### config.mk
export PLATFORM = sky130hd
export DESIGN_NAME = rst_sequencer
export DESIGN_NICKNAME = d
export VERILOG_FILES = /design/src/rtl/rst_sequencer.sv
export SDC_FILE = /design/constraint.sdc
export NUM_CORES = 1
export LEC_CHECK = 0
export BUFFER_PORTS_ARGS = -buffer_cell sky130_fd_sc_hd__buf_2
export CAP_MARGIN = 20
export CORE_UTILIZATION = 50
export CTS_BUF_LIST = sky130_fd_sc_hd__clkbuf_8
export CTS_CLUSTER_SIZE = 25
export DETAILED_ROUTE_END_ITERATION = 6
export GPL_ROUTABILITY_DRIVEN = 0
export PLACE_DENSITY = 0.69
export SYNTH_ARGS = -nofsm -noshare
export SYNTH_HDL_FRONTEND = slang
export SYNTH_SLANG_ARGS = --single-unit
### constraint.sdc
create_clock -name clk_pix -period 2.9 [get_ports clk_pix]
set_input_delay 0.145 -clock clk_pix [delete_from_list [all_inputs] [get_ports clk_pix]]
set_output_delay 0.145 -clock clk_pix [all_outputs]
set_load 0.03 [all_outputs]
### src/rtl/rst_sequencer.sv
// Pixel-clock reset manager: synchronised arst release, PLL lock qualification,
// staged active-low reset release and filtered lock-loss recovery.
module rst_sequencer #(
    parameter int NUM_RST         = 4,
    parameter int SYNC_STAGES     = 2,
    parameter int LOCK_STABLE_CYC = 1024,
    parameter int STEP_CYC        = 16,
    parameter int LOCK_LOSS_FILT  = 4
) (
    input  logic               clk_pix,
    input  logic               arst,
    input  logic               pll_lock,
    input  logic               sw_rst,
    input  logic               clr_sticky,
    output logic [NUM_RST-1:0] srst_n,
    output logic               rst_done,
    output logic               lock_lost,
    output logic [7:0]         lock_lost_cnt
);
    localparam int STB_W  = (LOCK_STABLE_CYC > 1) ? $clog2(LOCK_STABLE_CYC) : 1;
    localparam int STEP_W = (STEP_CYC > 1) ? $clog2(STEP_CYC) : 1;
    localparam int IDX_W  = (NUM_RST > 1) ? $clog2(NUM_RST) : 1;
    localparam int LOSS_W = $clog2(LOCK_LOSS_FILT + 1);

    localparam logic [STB_W-1:0]   STB_LAST  = STB_W'(LOCK_STABLE_CYC - 1);
    localparam logic [STEP_W-1:0]  STEP_LAST = STEP_W'(STEP_CYC - 1);
    localparam logic [IDX_W-1:0]   IDX_LAST  = IDX_W'(NUM_RST - 1);
    localparam logic [IDX_W-1:0]   IDX_ONE   = IDX_W'(1);
    localparam logic [LOSS_W-1:0]  LOSS_HIT  = LOSS_W'(LOCK_LOSS_FILT);
    localparam logic [NUM_RST-1:0] RST_ONE   = NUM_RST'(1);

    typedef enum logic [2:0] {WAIT_LOCK, STABLE, RELEASE, RUN, HOLD} state_t;

    function automatic logic [7:0] sat_inc8(input logic [7:0] v);
        return (v == 8'hFF) ? v : v + 8'd1;
    endfunction

    logic [SYNC_STAGES-1:0] rst_sync;
    logic                   rst_int;
    logic [SYNC_STAGES-1:0] lock_sync;
    logic                   lock_s;

    state_t              state_q, state_d;
    logic [STB_W-1:0]    stable_q, stable_d;
    logic [STEP_W-1:0]   step_q, step_d;
    logic [IDX_W-1:0]    idx_q, idx_d;
    logic [LOSS_W-1:0]   loss_q, loss_d;
    logic [NUM_RST-1:0]  srst_q, srst_d;
    logic                done_q, done_d;
    logic                lost_q, lost_d;
    logic [7:0]          cnt_q, cnt_d;
    logic                filt_act, loss_evt, go_release, go_hold;

    // Assertion propagates immediately; release waits SYNC_STAGES edges.
    always_ff @(posedge clk_pix or posedge arst) begin
        if (arst) rst_sync <= '1;
        else      rst_sync <= {rst_sync[SYNC_STAGES-2:0], 1'b0};
    end
    assign rst_int = rst_sync[SYNC_STAGES-1];

    always_ff @(posedge clk_pix or posedge rst_int) begin
        if (rst_int) lock_sync <= '0;
        else         lock_sync <= {lock_sync[SYNC_STAGES-2:0], pll_lock};
    end
    assign lock_s = lock_sync[SYNC_STAGES-1];

    always_ff @(posedge clk_pix or posedge rst_int) begin
        if (rst_int) begin
            state_q  <= WAIT_LOCK;
            stable_q <= '0;
            step_q   <= '0;
            idx_q    <= '0;
            loss_q   <= '0;
            srst_q   <= '0;
            done_q   <= 1'b0;
            lost_q   <= 1'b0;
            cnt_q    <= '0;
        end else begin
            state_q  <= state_d;
            stable_q <= stable_d;
            step_q   <= step_d;
            idx_q    <= idx_d;
            loss_q   <= loss_d;
            srst_q   <= srst_d;
            done_q   <= done_d;
            lost_q   <= lost_d;
            cnt_q    <= cnt_d;
        end
    end

    always_comb begin
        state_d    = state_q;
        stable_d   = stable_q;
        step_d     = step_q;
        idx_d      = idx_q;
        srst_d     = srst_q;
        done_d     = done_q;
        lost_d     = lost_q;
        cnt_d      = cnt_q;
        go_release = 1'b0;
        go_hold    = 1'b0;

        filt_act = (state_q == RELEASE) || (state_q == RUN) || (state_q == HOLD);
        loss_evt = filt_act && (loss_q == LOSS_HIT);
        loss_d   = (filt_act && !lock_s) ? loss_q + 1'b1 : '0;

        if (clr_sticky) begin
            lost_d = 1'b0;
            cnt_d  = '0;
        end

        case (state_q)
            WAIT_LOCK: begin
                if (lock_s) begin
                    state_d  = STABLE;
                    stable_d = '0;
                end
            end
            STABLE: begin
                if (!lock_s) begin
                    state_d  = WAIT_LOCK;
                    stable_d = '0;
                end else if (stable_q == STB_LAST) begin
                    go_release = 1'b1;
                end else begin
                    stable_d = stable_q + 1'b1;
                end
            end
            RELEASE: begin
                if (sw_rst) begin
                    go_hold = 1'b1;
                end else if (step_q == STEP_LAST) begin
                    // srst_n is a thermometer code: shift in the next released bit.
                    step_d = '0;
                    srst_d = (srst_q << 1) | RST_ONE;
                    idx_d  = idx_q + 1'b1;
                    if (idx_q == IDX_LAST) begin
                        done_d  = 1'b1;
                        state_d = RUN;
                    end
                end else begin
                    step_d = step_q + 1'b1;
                end
            end
            RUN: begin
                if (sw_rst) go_hold = 1'b1;
            end
            HOLD: begin
                if (sw_rst)                 step_d     = '0;
                else if (step_q == STEP_LAST) go_release = 1'b1;
                else                        step_d     = step_q + 1'b1;
            end
            default: state_d = WAIT_LOCK;
        endcase

        if (go_release) begin
            srst_d   = RST_ONE;
            step_d   = '0;
            stable_d = '0;
            idx_d    = IDX_ONE;
            if (NUM_RST == 1) begin
                done_d  = 1'b1;
                state_d = RUN;
            end else begin
                state_d = RELEASE;
            end
        end

        if (go_hold) begin
            state_d = HOLD;
            srst_d  = '0;
            done_d  = 1'b0;
            step_d  = '0;
        end

        // A filtered loss overrides everything, including a same-cycle sw_rst.
        if (loss_evt) begin
            state_d  = WAIT_LOCK;
            srst_d   = '0;
            done_d   = 1'b0;
            stable_d = '0;
            step_d   = '0;
            idx_d    = '0;
            loss_d   = '0;
            lost_d   = 1'b1;
            cnt_d    = sat_inc8(clr_sticky ? 8'd0 : cnt_q);
        end
    end

    assign srst_n        = srst_q;
    assign rst_done      = done_q;
    assign lock_lost     = lost_q;
    assign lock_lost_cnt = cnt_q;

endmodule
==> metrics.cfg, run 1 <==
[status]
status = finished, final reports clean

[synthesis]
ys_seq_area_frac = 0.481
synth.area.mux_share = 0.0102
synth_edf_count = 0
synth-xor-area-share = 0.0336
synthFlopType = dfrtp_1
synthTopCellsByArea = dfrtp_1 46%, a21oi_1 4.8%, ha_1 3.6%
synth_compound_area_frac = 0.170
syn_inst = 218
ys_ff_latch = 40
synth_area_um2 = 2090
yosysTopAreaCellShare = 0.456
avgSynthCellArea_um2 = 9.57
synth_largest_area_cell = dfrtp_1
synth_fa_ha_area_frac = 0.0360
synth_nets = 229
synth_top_family_by_area = simple AND/OR/NAND/NOR gates
yosys.area_share.simple = 0.234
synth_cell_types = 50
yosysWarnings = 0
async_flop_share = 1.00

[cells_and_area]
layout-drive-gt1-share = 0.151
multi_input_area_um2 = 1010
nets = 248
area_delta_synth_final_pct = 11.4
nFillCells = 345
antenna_cells = 0
seq_area_um2 = 1000
final_cell_count_no_fill = 288

[route]
first_pass_iters = 4
vias = 1686
wl_per_cell_um = 14.2
wirelength_mm = 4.10
remaining_drc_errors = 0
first_iter_violations = 86
ant_nets = 0
viasPerCell = 5.85

[worst_setup_path]
r2r_slack_ps = 760
crit_type = flip-flop to flip-flop
worstSetupStartpointType = flip-flop
end_kind = flip-flop
cp_max_fo = 12
crit_required_ps = 3070
cp.arrival_ps = 2300

[clock_tree]
path_clk_slew_ps = 80
cts_buffers = 5
ctsHoldBuffers = 2
cts_htree_levels = 2
cts_root_buffer = clkbuf_8
post_cts_buffers = 0
insertion_delay_ps = 300
cts_sinks = 40
cts_tree = built
cts_max_path_buffers = 2
cts_resized = 0

[die]
die_area_um2 = 4430
core_region_area_um2 = 4000
fp.dieH_um = 66.6
rows = 23
num_io_pins = 19
die_w_um = 66.6
start_util = 0.521

[power_and_ir_drop]
leakage_uw = 0.000989
ir_worst_vdd_uv = 224
power_density_nw_per_um2 = 446

[timing]
rsz0062_at_grt = false
fin_worst_skew_ps = 9.44
finalHoldViolCount = 0
setup_tns_ps = 0
max_freq_ghz = 0.468
max_slew.worst_pin.slew_ps = 784
relSlewSlack = 0.472
fin_crit_ps = 2140
slew_violations = 0
setup_viol = 0
finalCritPeriodShare = 0.736

[grt]
grt_start_max_net_pins = 28
grt-ovfl-total = 0
grt_pass1_wl_mm = 6.87
grt_use_total = 0.210
antenna_found_initial = 0
grt_pass1_vias = 1529

[placement]
placedCellCount = 278
port_buffers = 18
hpwl_mm = 2.87

[hold_path]
hold_path.class = input port to flip-flop

[job]
maxCapViolations = 0

## path summary, 6_finish.rpt
check | start | to | depth (start not counted)
setup / recovery | state_q[0] | state_q[0] | 4
hold / removal | clr_sticky | lock_lost_cnt[3] | 2
setup reg to reg | state_q[0] | state_q[0] | 4
hold reg to reg | rst_sync[1] | lock_lost_cnt[3] | 1
max in group asynchronous | rst_sync[1] | step_q[3] | 2
min in group asynchronous | rst_sync[1] | lock_lost_cnt[3] | 1
## cells in the mapped netlist, drive strengths merged (3+ instances only)
cell type and number:
dfrtp 38, and3 3, nor2b 4, nor3b 3
a2111oi 4, or4 4, clkbuf 6, o21ai 11
ha 6, a31oi 3, nand3b 5, buf 4
nor2 19, nand3 14, inv 6, nand2 19
xnor2 7, a21oi 20, a211oi 6
## sequential cells by signal, indices dropped and copies added, names as in the netlist, 2 cells and up
signal         flops
idx_q              2
lock_lost_cnt      8
lock_sync          2
loss_q             3
rst_sync           2
srst_n             4
stable_q          10
state_q            3
step_q             4
## placed cells by master, fill, tap and decap left out, types with 3 or more instances in the layout
cell       instances
nand3_1           14
clkbuf_8           6
nor2_1            19
a21oi_1           20
a211oi_1           6
and3_1             3
or4_1              4
nor2b_1            4
ha_1               6
a2111oi_0          3
nor3b_1            3
inv_1              6
xnor2_1            7
nand2_1           19
dfrtp_1           38
nand3b_1           5
o21ai_0           11
a31oi_1            3
buf_2             18
## power breakdown
part           total (µW)  internal [µW]  switching [µW]
combinational        54.7           22.0            32.7
clock                 389            192             197
sequential            593            574            18.9
## metrics by stage
step                total power (µW)   util  setup WS [ps]  hold slack (ps)  instance area (µm²)
floorplan                        640      -            994             56.5                 2090
global placement                 655  0.551            830              170                 2210
detailed placement               658  0.551            769              171                 2210
CTS                             1060  0.581            768              105                 2320
global route                    1090  0.581            568              145                 2320
finish                          1040  0.581            765              122                 2320
## cells by family (layout without fill, tap and decap cells)
kind of cell,count (synthesis),count (layout)
AND/OR/NAND/NOR,90,90
AO/OA/AOI/OAI,55,55
flip-flops,40,40
buffers and inverters,16,36
XOR/XNOR,8,8
adder cells (fa/ha/maj),6,6
multiplexers,2,2
other,1,1
## cell type report
class	count	area share
flip-flops and latches	40	0.432
clock buffers	6	0.0355
inverters	6	0.00969
multi-input cells	162	0.436
clock inverters	2	0.00646
repair buffers	22	0.0539
well taps	50	0.0269
## per-layer routing
layer  global-route usage  wire length (µm)  vias to the layer above
met4               0.0931                72                        0
met3               0.0531               144                        6
met2                0.328              1880                       30
met5                    0                 0                        -
met1                0.272              2000                      818
li1                     -                 -                      832
## worst max-delay path, cell delays in order, from the launching register on
cell	delay, ps
dfrtp_1	540
or3b_1	420
o22ai_1	240
nand3b_1	400
a2111oi_0	410
No activity file was read; power rests on OpenSTA's default activity.
==> run 2, diff against run 1 <==
--- a/config.mk
+++ b/config.mk
@@ -5,6 +5,7 @@
 export SDC_FILE = /design/constraint.sdc
 export NUM_CORES = 1
 export LEC_CHECK = 0
+export ABC_AREA = 1
 export BUFFER_PORTS_ARGS = -buffer_cell sky130_fd_sc_hd__buf_2
 export CAP_MARGIN = 20
 export CORE_UTILIZATION = 50
==> constraint.sdc (replaced) <==
create_clock -name clk_pix -period 2.1 [get_ports clk_pix]
set_input_delay 0.105 -clock clk_pix [delete_from_list [all_inputs] [get_ports clk_pix]]
set_output_delay 0.105 -clock clk_pix [all_outputs]
set_load 0.03 [all_outputs]
==> run 2 against run 1 <==
Final cell count is 26% higher; largest cell class unchanged; design area is 9.5% higher; clock skew is 5.8 ps lower; first-iteration DRC count is 45% higher; clock power is 31% higher; core utilization is 0.066 points lower; via count is 12% higher; sequential power is 53% higher; flip-flop and latch count stayed put; critical path depth is 6 higher; sequential share of layout area is 3.7 points lower; global-route usage is 0.69 points lower.
==> metrics.cfg, run 2 <==
[cells_and_area]
largest_reg_flops = 10
antenna_cells = 0
area_delta_synth_final_pct = 11.1
final_common_cell = nand2_1
layout-drive-gt1-share = 0.186
final_area_um2 = 2540
final_cell_mix = 66 x nand2_1, 38 x dfrtp_1, 33 x inv_1, 26 x nand3_1, 22 x nor2_1
max_flop_register = stable_q
final_cell_count_no_fill = 364
nets = 322

[synthesis]
synth_area_um2 = 2290
yosysTopAreaCellShare = 0.415
yosysWarnings = 0
synth_edf_count = 0
synth_common_cells = 66 x nand2_1, 38 x dfrtp_1, 31 x inv_1
synth_largest_area_cell = dfrtp_1
synth.most_common_cell = nand2_1
ys_seq_area_frac = 0.438
synthTopCellsByArea = dfrtp_1 42%, nand2_1 11%, nand3_1 5.7%
syn_inst = 286
synth_nets = 297
synth_cell_types = 36
avgSynthCellArea_um2 = 8.01
ys_ff_latch = 40
synthFlopType = dfrtp_1
async_flop_share = 1.00

[route]
wirelength_mm = 4.34
vias = 1882
ant_nets = 0
remaining_drc_errors = 0
wl_per_cell_um = 11.9
first_pass_iters = 4
viasPerCell = 5.17
first_iter_violations = 125

[clock_tree]
cts_resized = 0
cts_buffers = 5
insertion_delay_ps = 290
cts_htree_levels = 2
cts_root_buffer = clkbuf_8
path_clk_slew_ps = 70
cts_tree = built
cts_max_path_buffers = 2
cts_sinks = 40

[job]
maxCapViolations = 0

[grt]
grt_pass1_vias = 1867
grt_use_total = 0.203
grt_start_max_net_pins = 39
grt-ovfl-total = 0
antenna_found_initial = 0
grt_pass1_wl_mm = 7.93

[power_and_ir_drop]
leakage_uw = 0.00129
ir_worst_vdd_uv = 330
power_density_nw_per_um2 = 664

[timing]
rsz0062_at_grt = false
fin_crit_ps = 1830
setup_tns_ps = 0
finalHoldViolCount = 0
fin_worst_skew_ps = 3.60
max_freq_ghz = 0.546
setup_viol = 0
hold-worst-slack_ps = 135
final.setup.worst_slack_ps = 269
finalCritPeriodShare = 0.872
slew_violations = 0

[die]
die_w_um = 69.7
core_region_area_um2 = 4380
start_util = 0.522
rows = 24
num_io_pins = 19
die_area_um2 = 4850
fp.dieH_um = 69.7

[placement]
placed_area_um2 = 2430
port_buffers = 18
hpwl_mm = 3.11
placedCellCount = 354
place_ws_ps = 294

[worst_setup_path]
cp-startpoint = stable_q[0]
cp.arrival_ps = 2060
r2r.worst_path.cells = 10
crit_required_ps = 2330
r2r_slack_ps = 270
regToRegEndpoint = step_q[0]
reg2reg_from = stable_q[0]
critPathCapture = step_q[0]
cp_max_fo = 14
crit_type = flip-flop to flip-flop
worstSetupStartpointType = flip-flop
end_kind = flip-flop

[hold_path]
hold_path.class = input port to flip-flop

[status]
status = finished, final reports clean

run 2: changes by cell type in the layout (fill, tap and decap cells not counted), moves of 5 or more:
cell      previous run  this run
nand2_1             19        66
inv_1                6        33
nand4_1              2        18
a21oi_1             20         6
nand3_1             14        26
inv_2                0         8
nor2_2               0         8
o21ai_1              0         8
nor3_1               2         8
a211oi_1             6         1
o21ai_0             11         6
run 2: layout make-up:
class                      instances  area, µm²
fill                             411       1840
multi-input combinational        203       1110
sequential                        40       1000
inverter                          40        155
timing repair buffer              21        118
clock buffer                       6       82.6
tap                               52       65.1
clock inverter                     2       7.51
run 2: power breakdown:
group	internal, µW	total (µW)	switching [µW]
clock network	258	508	250
registers	833	908	75.3
logic	99.2	274	175
total	1190	1690	500
run 2: metal layers:
metal / part of all wire / GRT usage
met1: 0.48 / 0.257
met2: 0.48 / 0.342
met3: 0.025 / 0.0465
met4: 0.014 / 0.0689
met5: 0 / 0
run 2: stage by stage:
step / utilization / total power (µW)
6_report: 0.580 / 1690
5_1_grt: 0.580 / 1790
4_1_cts: 0.580 / 1710
3_5_place_dp: 0.555 / 1190
3_3_place_gp: 0.555 / 1190
2_1_floorplan: - / 1120
run 2: worst min path at each step:
stage,startpoint,endpoint,slack [ps],cells after the start
after floorplan,arst,rst_sync[0],20,1
after global placement,arst,rst_sync[1],130,2
after detailed placement,arst,rst_sync[0],130,2
after CTS,sw_rst,step_q[2],130,4
after global routing,sw_rst,step_q[2],170,4
final,sw_rst,step_q[2],130,4
run 2: critical path, stage by stage, from the launching register on:
cell     delay [ps]
dfrtp_1         440
ha_1            250
nand2_1         100
nor2_2           70
nand3_1         120
nor2_2           60
nor2_4          310
nand2_4         130
nor2_2          140
nand2_1          70
nand2_1          60
run 2: timing repair:
action,4_1_cts,5_1_grt
hold endpoints to repair,3,0
setup buffers,0,0
hold buffers,2,0
run 2: kinds of logic (layout without fill, tap and decap cells):
family / Yosys count / in the layout / synth area share
XOR/XNOR: 7 / 7 / 0.0268
buffers and inverters: 43 / 69 / 0.0760
flip-flops: 40 / 40 / 0.438
AO/OA/AOI/OAI: 26 / 26 / 0.0634
other: 1 / 1 / 0.00164
AND/OR/NAND/NOR: 163 / 163 / 0.361
adder cells (fa/ha/maj): 6 / 6 / 0.0328
==> run 3, diff against run 2 <==
==> constraint.sdc (replaced) <==
create_clock -name clk_pix -period 2.3 [get_ports clk_pix]
set_input_delay 0.115 -clock clk_pix [delete_from_list [all_inputs] [get_ports clk_pix]]
set_output_delay 0.115 -clock clk_pix [all_outputs]
set_load 0.03 [all_outputs]
==> run 3 against run 2 <==
Worst hold slack better by 14 ps; design area stayed put; core utilization stayed put; clock skew is 1.0 ps higher; routed wire length is 2.0% higher; critical path type unchanged; critical endpoint is now stable_q[1].
==> metrics.cfg, run 3 (same netlist as run 2, synthesis figures left out) <==
[cells_and_area]
largest_reg_flops = 10
nFillCells = 430
area_delta_synth_final_pct = 11.1
layout-drive-gt1-share = 0.186
nets = 322
final_common_cell = nand2_1
utilization = 0.580
antenna_cells = 0
final_area_um2 = 2540
max_flop_register = stable_q
final_cell_mix = 66 x nand2_1, 38 x dfrtp_1, 33 x inv_1, 26 x nand3_1, 22 x nor2_1

[timing]
finalCritPeriodShare = 0.804
setup_tns_ps = 0
slew_violations = 0
fin_worst_skew_ps = 4.63
finalHoldViolCount = 0
fin_crit_ps = 1850
setup_viol = 0
hold-worst-slack_ps = 149
max_freq_ghz = 0.541
rsz0062_at_grt = false

[worst_setup_path]
reg2reg_from = stable_q[0]
r2r_slack_ps = 450
cp_max_fo = 14
end_kind = flip-flop
cpMaxStageDelayCell = dfrtp_1
worstPathCellList = ha_1, nand2_1, nor2_2, nand3_1, nor2_2, nor2_4, nand3b_1, o21ai_1
r2r.worst_path.cells = 8
crit_type = flip-flop to flip-flop
regToRegEndpoint = stable_q[1]
slowest_delay_ps = 450
worstSetupStartpointType = flip-flop
path_delay_family = simple AND/OR/NAND/NOR gates
path_common_cell = nor2_2
crit_required_ps = 2520
path_buf_inv = 0
cp.arrival_ps = 2060

[die]
core_region_area_um2 = 4380
start_util = 0.522
die_w_um = 69.7
die_area_um2 = 4850
num_io_pins = 19
rows = 24
fp.dieH_um = 69.7

[job]
maxCapViolations = 0

[power_and_ir_drop]
power_density_nw_per_um2 = 613
leakage_uw = 0.00129
ir_worst_vdd_uv = 318
total_power_uw = 1560

[hold_path]
min_path_cells = 4
min_from = sw_rst
hold_path.class = input port to flip-flop
hold_end = step_q[2]

[clock_tree]
cts_htree_levels = 2
insertion_delay_ps = 290
cts_root_buffer = clkbuf_8
path_clk_slew_ps = 70
cts_max_path_buffers = 2
cts_resized = 0
cts_tree = built
cts_buffers = 5
cts_sinks = 40

[route]
first_iter_violations = 88
first_pass_iters = 4
ant_nets = 0
remaining_drc_errors = 0
wirelength_mm = 4.42
wl_per_cell_um = 12.2
viasPerCell = 5.20
vias = 1893

[grt]
grt_pass1_vias = 1871
grt-ovfl-total = 0
grt_start_max_net_pins = 39
grt_pass1_wl_mm = 8.05
antenna_found_initial = 0
grt_use_total = 0.206

[status]
status = finished, final reports clean

[placement]
hpwl_mm = 3.20
port_buffers = 18
placed_area_um2 = 2430

==> run 3: cell type report <==
type                            instances  area [µm²]  area share
Multi-Input combinational cell        203        1110       0.437
Sequential cell                        40        1000       0.394
Inverter                               40         155      0.0610
Timing Repair Buffer                   21         118      0.0462
Clock buffer                            6        82.6      0.0325
Tap cell                               52        65.1      0.0256
Clock inverter                          2        7.51     0.00295
==> run 3: power breakdown <==
| group | total, µW | internal (µW) | switching [µW] |
|---|---|---|---|
| Sequential | 829 | 760 | 68.4 |
| Combinational | 259 | 91.8 | 167 |
| Clock | 471 | 236 | 235 |
| Total | 1560 | 1090 | 470 |
==> run 3: metal layers <==
layer	GRT usage	wire [µm]	vias to the layer above	share of wire
met5	0	0	-	0
met4	0.0778	57	0	0.013
met3	0.0465	84	5	0.019
met2	0.339	2110	15	0.48
met1	0.264	2170	884	0.49
li1	-	-	989	-
==> run 3: worst reg2reg max path, delay by kind of cell, from the launching register on <==
family | cells | cell delay [ps]
simple gates | 6 | 890
compound gates | 1 | 180
flops | 1 | 450
fa+ha+maj | 1 | 260
==> run 3: through the flow <==
stage / setup slack, ps / cells
floorplan: 565 / 286
global placement: 515 / 354
detailed placement: 470 / 354
CTS: 454 / 364
global route: 317 / 364
finish: 450 / 364
==> run 3: what timing repair did <==
item,CTS,global route
buffers inserted,0,0
endpoints found under the hold margin,3,0
hold buffers,2,0
==> run 3: how the worst max path moves through the flow <==
stage | startpoint | depth (start not counted) | endpoint | slack [ps]
floorplan | lock_lost_cnt[0] | 9 | lock_lost_cnt[2] | 570
CTS | stable_q[0] | 8 | stable_q[1] | 450
global placement | stable_q[0] | 8 | stable_q[2] | 520
global route | stable_q[0] | 10 | step_q[0] | 320
detailed placement | stable_q[0] | 8 | stable_q[1] | 470
finish | stable_q[0] | 8 | stable_q[1] | 450
